## config.mk

```make
export PLATFORM = sky130hd
export DESIGN_NAME = id_ex_stage
export DESIGN_NICKNAME = d
export VERILOG_FILES = /design/src/rtl/id_ex_stage.sv
export SDC_FILE = /design/constraint.sdc
export NUM_CORES = 1
export LEC_CHECK = 0
export BUFFER_PORTS_ARGS = -buffer_cell sky130_fd_sc_hd__buf_2
export CAP_MARGIN = 20
export CORE_ASPECT_RATIO = 0.75
export CORE_MARGIN = 10
export CORE_UTILIZATION = 49
export CTS_CLUSTER_DIAMETER = 100
export CTS_CLUSTER_SIZE = 40
export DETAILED_ROUTE_END_ITERATION = 10
export GPL_TIMING_DRIVEN = 0
export PLACE_DENSITY = 0.86
export SLEW_MARGIN = 25
export SYNTH_ARGS = -nofsm -noshare
export SYNTH_HDL_FRONTEND = slang
export SYNTH_SLANG_ARGS = --single-unit
```

## constraint.sdc

```tcl
create_clock -name clk -period 3.3 [get_ports clk]
set_input_delay 0.66 -clock clk [delete_from_list [all_inputs] [get_ports clk]]
set_output_delay 0.66 -clock clk [all_outputs]
set_load 0.02 [all_outputs]
```

## src/rtl/id_ex_stage.sv

```systemverilog
// ID/EX pipeline register: captures decode fields, resolves operands with
// EX/MEM forwarding, and inserts a one-cycle bubble on load-use hazards.
module id_ex_stage #(
  parameter int OP_W   = 4,
  parameter int SEL_W  = 4,
  parameter int ADDR_W = 5,
  parameter int DATA_W = 32
) (
  input  logic              clk,
  input  logic              rst_n,
  input  logic              flush,
  input  logic              stall_in,
  input  logic              id_valid,
  input  logic [OP_W-1:0]   id_aluop,
  input  logic [SEL_W-1:0]  id_alusel,
  input  logic [DATA_W-1:0] id_left_imm,
  input  logic [DATA_W-1:0] id_right_imm,
  input  logic              id_left_re,
  input  logic              id_right_re,
  input  logic [ADDR_W-1:0] id_left_addr,
  input  logic [ADDR_W-1:0] id_right_addr,
  input  logic [DATA_W-1:0] id_left_rf,
  input  logic [DATA_W-1:0] id_right_rf,
  input  logic              id_wreg,
  input  logic [ADDR_W-1:0] id_waddr,
  input  logic              id_is_load,
  input  logic [DATA_W-1:0] ex_result,
  input  logic              mem_wreg,
  input  logic [ADDR_W-1:0] mem_waddr,
  input  logic [DATA_W-1:0] mem_wdata,
  output logic              ex_valid,
  output logic [OP_W-1:0]   ex_aluop,
  output logic [SEL_W-1:0]  ex_alusel,
  output logic [DATA_W-1:0] ex_srcLeft,
  output logic [DATA_W-1:0] ex_srcRight,
  output logic              ex_wreg,
  output logic [ADDR_W-1:0] ex_waddr,
  output logic              ex_is_load,
  output logic              stall_req,
  output logic [31:0]       stat_bubbles
);

  logic [DATA_W-1:0] left_res, right_res;
  logic              ex_fwd_ok, hazard;

  // A load in EX has no result yet, so it is never an EX forward source.
  assign ex_fwd_ok = ex_valid & ex_wreg & ~ex_is_load;

  always_comb begin
    left_res = id_left_rf;
    if (!id_left_re)                                  left_res = id_left_imm;
    else if (id_left_addr == '0)                      left_res = '0;
    else if (ex_fwd_ok && ex_waddr == id_left_addr)   left_res = ex_result;
    else if (mem_wreg && mem_waddr == id_left_addr)   left_res = mem_wdata;
  end

  always_comb begin
    right_res = id_right_rf;
    if (!id_right_re)                                 right_res = id_right_imm;
    else if (id_right_addr == '0)                     right_res = '0;
    else if (ex_fwd_ok && ex_waddr == id_right_addr)  right_res = ex_result;
    else if (mem_wreg && mem_waddr == id_right_addr)  right_res = mem_wdata;
  end

  always_comb begin
    hazard = id_valid & ex_valid & ex_is_load & (ex_waddr != '0) &
             ((id_left_re  & (id_left_addr  == ex_waddr)) |
              (id_right_re & (id_right_addr == ex_waddr)));
  end

  assign stall_req = hazard & ~flush;

  always_ff @(posedge clk or negedge rst_n) begin
    if (!rst_n) begin
      ex_valid     <= 1'b0;
      ex_aluop     <= '0;
      ex_alusel    <= '0;
      ex_srcLeft   <= '0;
      ex_srcRight  <= '0;
      ex_wreg      <= 1'b0;
      ex_waddr     <= '0;
      ex_is_load   <= 1'b0;
      stat_bubbles <= '0;
    end else if (flush || (!stall_in && hazard)) begin
      ex_valid    <= 1'b0;
      ex_aluop    <= '0;
      ex_alusel   <= '0;
      ex_srcLeft  <= '0;
      ex_srcRight <= '0;
      ex_wreg     <= 1'b0;
      ex_waddr    <= '0;
      ex_is_load  <= 1'b0;
      if (!flush && stat_bubbles != '1)
        stat_bubbles <= stat_bubbles + 32'd1;
    end else if (!stall_in) begin
      ex_valid    <= id_valid;
      ex_aluop    <= id_aluop;
      ex_alusel   <= id_valid ? id_alusel : '0;
      ex_srcLeft  <= left_res;
      ex_srcRight <= right_res;
      ex_wreg     <= id_valid & id_wreg;
      ex_waddr    <= id_waddr;
      ex_is_load  <= id_valid & id_is_load;
    end
  end

endmodule

```

==> flow_summary.json, run 1 <==
{
  "dr.first_iter.drc_count": 517,
  "layout_commonest_cell": "buf_2",
  "fin_skew_ps": 12.6,
  "layout.nets": 1195,
  "syn_nets": 842,
  "numPortBuffers": 341,
  "initial_core_util_pct": 49.8,
  "cts_setup_buffers": 0,
  "reg2regPathDepth": 8,
  "tritoncts": "built",
  "synth_cells": 611,
  "cts-resized-gates": 0,
  "crit_type": "register to primary output",
  "antenna_found_initial": 8,
  "wirelength_um": 26800,
  "grt_pass1_wl_um": 40600,
  "crit_fanout": 5,
  "cts.htree.levels": 3,
  "tightestPinTransition_ps": 829,
  "yosysWarnings": 0,
  "fillCellCount": 1046,
  "grt_usage_pct": 28.1,
  "slew_headroom_pct": 44.7,
  "hold_buffers": 0,
  "syn_area_um2": 6410,
  "via_count": 6561,
  "final_cell_mix": "buf_2, dfrtp_1, mux2i_1",
  "yosysSeqAreaShare_pct": 43.7,
  "grt_start_max_net_pins": 66,
  "setup_viol_count_final": 0,
  "start_kind": "register",
  "dp_slack_ps": 297,
  "finalCritPeriodShare_pct": 82.7,
  "postRouteAntennaNets": 0,
  "numCtsBuffers": 9,
  "wl_per_cell_um": 23.4,
  "seq_power_share_pct": 45.8,
  "clockPowerShare_pct": 35.2,
  "die_height_um": 119,
  "place.gp.congestion": 0.950,
  "ys_ff_latch": 112,
  "drv_cap": 0,
  "grt_setup_unrepaired": "false",
  "max_freq_mhz": 366,
  "required_ps": 2640,
  "outcome": "completed",
  "leakage_nw": 5.14,
  "hold_viol": 0,
  "worstPathArrival_ps": 2070,
  "die_area_um2": 18100,
  "core_area_um2": 12900,
  "yosysUniqueCellTypes": 41,
  "path_clk_slew_ps": 70,
  "dp_hpwl_um": 22000,
  "drive_gt1_share_pct": 42.1,
  "fin_cells": 1148,
  "combPwrFrac_pct": 18.9,
  "ios": 343,
  "setup_tns_ps": 0,
  "crit_path_end_kind": "primary output",
  "worstHoldPathType": "input port to asynchronous set/reset pin",
  "drc": 0,
  "syn_area_per_cell_um2": 10.5,
  "ys.flop_type": "dfrtp_1",
  "ys_async_sr_fraction_pct": 100,
  "switchingPower_mw": 0.923,
  "final_area_um2": 8690,
  "switching_share_pct": 28.6,
  "setup_ws_ps": 570,
  "firstDrtPassIters": 6,
  "synth-edff-count": 0,
  "powerDensity_nw_per_um2": 371,
  "clock-sinks": 112,
  "post_dp_cell_area_um2": 8370,
  "globalRoute.totalOverflow": 0,
  "layout_min_cycle_time_ps": 2730,
  "p_int_mw": 2.30,
  "grt_pass1_vias": 6930,
  "clock_latency_ps": 350,
  "irDropWorstVdd_uv": 345,
  "vias_per_cell": 5.72,
  "clock_tree.root_cell": "clkbuf_16",
  "rows": 36,
  "cts.path.max_buffers": 2,
  "die_w_um": 152,
  "synthToLayoutAreaGrowth_pct": 35.5,
  "finalPower_mw": 3.23,
  "drv_slew": 0,
  "place_inst": 1124
}
## power by group through the flow
stage	sequential, mW	clock (mW)	combinational (mW)
6_report	1.48	1.14	0.611
5_1_grt	1.49	1.20	0.658
2_1_floorplan	1.58	0	0.199
3_3_place_gp	1.50	0	0.592
3_5_place_dp	1.50	0	0.609
4_1_cts	1.48	1.15	0.610
## per-stage QoR
stage / hold WS (ps) / utilization [%]
2_1_floorplan: 364 / -
3_3_place_gp: 471 / 64.7
3_5_place_dp: 476 / 64.9
4_1_cts: 330 / 67.3
5_1_grt: 350 / 67.5
6_report: 301 / 67.5
## synth_stat cells (3+ instances only)
library cell / instances / area (µm²)
and3b_1: 3 / 26.3
mux2i_1: 64 / 641
a21o_1: 32 / 240
mux2_2: 29 / 327
and3_1: 13 / 81.3
xor2_1: 26 / 228
clkbuf_1: 27 / 101
nand4_1: 17 / 106
buf_1: 4 / 15.0
a22o_1: 42 / 368
nor3_1: 6 / 30.0
nand2_1: 12 / 45.0
buf_2: 13 / 65.1
a22oi_1: 32 / 240
mux2_1: 4 / 45.0
nor2_1: 43 / 161
o21ai_0: 17 / 85.1
nor4_1: 3 / 18.8
o21ai_1: 15 / 75.1
dfrtp_1: 112 / 2800
a32o_1: 6 / 60.1
nand3_1: 11 / 55.1
a21oi_1: 33 / 165
xnor2_1: 25 / 219
## worst paths after layout
check | startpoint | slack, ps | end
worst max-delay path | ex_waddr[3]$_DFFE_PN0P_ | 570 | stall_req
worst min-delay path | rst_n | 300 | ex_srcLeft[27]$_DFFE_PN0P_
worst max register to register | ex_waddr[3]$_DFFE_PN0P_ | 590 | ex_srcRight[18]$_DFFE_PN0P_
worst min register to register | ex_alusel[2]$_DFFE_PN0P_ | 490 | ex_alusel[2]$_DFFE_PN0P_
max in group asynchronous | rst_n | 2340 | ex_srcLeft[4]$_DFFE_PN0P_
min in group clk | ex_alusel[2]$_DFFE_PN0P_ | 490 | ex_alusel[2]$_DFFE_PN0P_
## per-layer routing
metal,up-vias,global-route usage [%],share of wire (%),wire [µm]
met4,0,11.3,3.9,1050
met2,372,44.4,46,12400
met1,3130,35.5,41,10900
met3,62,8.16,9.1,2440
li1,2997,-,-,-
met5,-,0,0,0
## layout make-up
| cell class | count | area, µm² | area share, % |
|---|---|---|---|
| tap | 171 | 214 | 2.46 |
| timing repair buffer | 342 | 1740 | 20.0 |
| antenna | 8 | 20.0 | 0.230 |
| multi-input combinational | 451 | 3390 | 39.1 |
| clock buffer | 10 | 229 | 2.63 |
| buffer | 48 | 214 | 2.46 |
| sequential | 112 | 2800 | 32.3 |
| clock inverter | 6 | 75.1 | 0.864 |
## state kept, by name, indices dropped and copies added (netlist names)
register,cells
ex_valid,1
stat_bubbles,32
ex_wreg,1
ex_waddr,5
ex_aluop,4
ex_srcRight,32
ex_srcLeft,32
ex_alusel,4
ex_is_load,1
## critical path: stages, from the launching register on
cell and delay [ps]:
dfrtp_1 470, xor2_1 200, nor3_2 220, nand4_1 320
and2_1 270, nor2_1 80, buf_2 170
## cells by family after synthesis
kind of cell / after synthesis / synth area share, %
XOR/XNOR: 51 / 6.97
AND/OR/NAND/NOR: 120 / 9.74
buffers and inverters: 48 / 3.34
multiplexers: 97 / 15.8
AO/OA/AOI/OAI: 182 / 20.3
adder cells (fa/ha/maj): 1 / 0.195
flip-flops: 112 / 43.7
Note: power is estimated with default switching activity, not from simulation.
==> run 2, diff against run 1 <==
--- a/config.mk
+++ b/config.mk
@@ -9,12 +9,12 @@
 export CAP_MARGIN = 20
 export CORE_ASPECT_RATIO = 0.75
 export CORE_MARGIN = 10
-export CORE_UTILIZATION = 49
+export CORE_UTILIZATION = 41
 export CTS_CLUSTER_DIAMETER = 100
 export CTS_CLUSTER_SIZE = 40
 export DETAILED_ROUTE_END_ITERATION = 10
 export GPL_TIMING_DRIVEN = 0
-export PLACE_DENSITY = 0.86
+export PLACE_DENSITY = 0.77
 export SLEW_MARGIN = 25
 export SYNTH_ARGS = -nofsm -noshare
 export SYNTH_HDL_FRONTEND = slang
==> constraint.sdc (replaced) <==
create_clock -name clk -period 2.45 [get_ports clk]
set_input_delay 0.49 -clock clk [delete_from_list [all_inputs] [get_ports clk]]
set_output_delay 0.49 -clock clk [all_outputs]
set_load 0.02 [all_outputs]
==> run 2 against run 1 <==
Compared with the run above:
- setup slack got worse by 540 ps
- clock skew fell by 6.9 ps
- critical path depth unchanged
- sequential power increased by 34%
- hold slack worse by 220 ps
- combinational power is 37% higher
- total power increased by 35%
- critical path type unchanged
- core utilization is 9.7 points lower
==> flow_summary.json, run 2 (synthesized netlist as in run 1, its figures left out) <==
{
  "rrSetupSlack_ps": 40,
  "dr.first_iter.drc_count": 516,
  "fin_cells": 1184,
  "tritoncts": "built",
  "cts.htree.levels": 3,
  "setup_ws_ps": 28.3,
  "numPortBuffers": 341,
  "die_w_um": 164,
  "clock-sinks": 112,
  "die_height_um": 128,
  "rr_startpoint": "ex_waddr[1]$_DFFE_PN0P_",
  "place_inst": 1158,
  "tightestPinTransition_ps": 804,
  "place.gp.congestion": 0.930,
  "vias_per_cell": 5.47,
  "dp_slack_ps": -535,
  "dp_hpwl_um": 22100,
  "drc": 0,
  "setup_viol_count_final": 0,
  "critPathBufInv": 1,
  "antenna_found_initial": 4,
  "finalCritPeriodShare_pct": 98.8,
  "post_dp_cell_area_um2": 8410,
  "postRouteAntennaNets": 0,
  "crit_fanout": 5,
  "numCtsBuffers": 9,
  "grt_use_met3_pct": 7.67,
  "firstDrtPassIters": 5,
  "irDropWorstVdd_uv": 307,
  "gr-usage-met2_pct": 38.9,
  "initial_core_util_pct": 42.0,
  "cts.path.max_buffers": 2,
  "grt_setup_unrepaired": "true",
  "core_area_um2": 15300,
  "grt_pass1_vias": 6697,
  "synthToLayoutAreaGrowth_pct": 37.7,
  "worstPathArrival_ps": 1930,
  "drive_gt1_share_pct": 44.0,
  "powerDensity_nw_per_um2": 493,
  "r2r_end": "ex_srcLeft[20]$_DFFE_PN0P_",
  "fin_util_pct": 57.8,
  "grt_pass1_wl_um": 39700,
  "fillCellCount": 1384,
  "worstHoldPathType": "input port to asynchronous set/reset pin",
  "layout.nets": 1201,
  "setup_tns_ps": 0,
  "cp_slowest_stage_delay_ps": 430,
  "leakage_nw": 5.19,
  "grt_usage_pct": 24.5,
  "via_count": 6474,
  "use_met1_pct": 31.5,
  "final_cell_mix": "buf_2, dfrtp_1, mux2i_1",
  "max_freq_mhz": 413,
  "critPathTopFamily": "simple AND/OR/NAND/NOR gates",
  "final_area_um2": 8830,
  "largest_registers": "ex_srcLeft x32, ex_srcRight x32, stat_bubbles x32",
  "timing.hold.ws_ps": 79.8,
  "fin_skew_ps": 5.73,
  "finalPower_mw": 4.36,
  "grt_busiest_layer": "met2",
  "crit_path_end_kind": "primary output",
  "required_ps": 1960,
  "grt_start_max_net_pins": 61,
  "layout_min_cycle_time_ps": 2420,
  "clock_latency_ps": 350,
  "ios": 343,
  "die_area_um2": 21100,
  "layout_commonest_cell": "buf_2",
  "crit_chain": "xor2_1 -> nor3_2 -> nand4_2 -> and2_4 -> nor2_2 -> buf_4",
  "crit_slowest_cell": "dfrtp_1",
  "slew_headroom_pct": 46.4,
  "outcome": "completed",
  "drv_slew": 0,
  "start_kind": "register",
  "wl_per_cell_um": 23.0,
  "rows": 39,
  "path_clk_slew_ps": 80,
  "drv_cap": 0,
  "reg2regPathDepth": 8,
  "cp-startpoint": "ex_waddr[3]$_DFFE_PN0P_",
  "hold_viol": 0,
  "wirelength_um": 27300,
  "globalRoute.totalOverflow": 0,
  "clock_tree.root_cell": "clkbuf_16",
  "crit_type": "register to primary output"
}
run 2: cell types whose count changed in the layout (fill, tap and decap cells not counted), moves of 2 or more:
cell	previous run	this run
buf_2	353	350
nor2_2	0	2
clkbuf_1	28	21
nor2_1	43	41
buf_4	0	12
dfrtp_1	112	109
diode_2	8	4
dfrtp_2	0	3
run 2: layer usage:
layer	share of wire (%)	up-vias	routed length [µm]
met4	2.0	2	535
met1	43	3127	11700
met2	46	314	12600
met5	0.048	-	13
met3	8.9	35	2420
li1	-	2996	-
run 2: worst max path at each step:
stage | endpoint | slack (ps) | cells past startpoint
finish | stall_req | 30 | 6
CTS | ex_srcRight[6]$_DFFE_PN0P_ | -1 | 8
detailed placement | ex_srcRight[6]$_DFFE_PN0P_ | -530 | 9
global route | stat_bubbles[19]$_DFFE_PN0P_ | -80 | 9
global placement | ex_srcLeft[27]$_DFFE_PN0P_ | -550 | 1
floorplan | stat_bubbles[6]$_DFFE_PN0P_ | 310 | 8
run 2: power breakdown:
part	leakage (nW)	switching, mW	internal, mW
Sequential	1.51	0.0552	1.93
Combinational	3.52	0.475	0.363
Clock	0.152	0.722	0.808
run 2: worst register-to-register path, stage by stage, from the launching register on:
cell and delay (ps):
dfrtp_1 460, nor3_1 290, a21oi_1 150, nand4_1 200, and3b_1 220, clkbuf_1 260
buf_1 470, a22o_1 220, a21o_1 80
run 2: timing repair:
action | CTS | global route
pin swaps | 3 | 5
hold buffers | 0 | 0
hold endpoints to repair | 0 | 0
gates resized for setup | 8 | 21
buffers inserted | 2 | 5
endpoints found under the setup margin | 31 | 80
run 2: area by class of cell:
cell class / instances / area [µm²] / area share (%)
diodes: 4 / 10.0 / 0.113
plain buffers: 47 / 238 / 2.69
clock buffers: 9 / 225 / 2.55
clock inverters: 7 / 77.6 / 0.879
multi-input cells: 451 / 3420 / 38.7
flip-flops and latches: 112 / 2810 / 31.8
well taps: 205 / 256 / 2.91
repair buffers: 349 / 1800 / 20.3
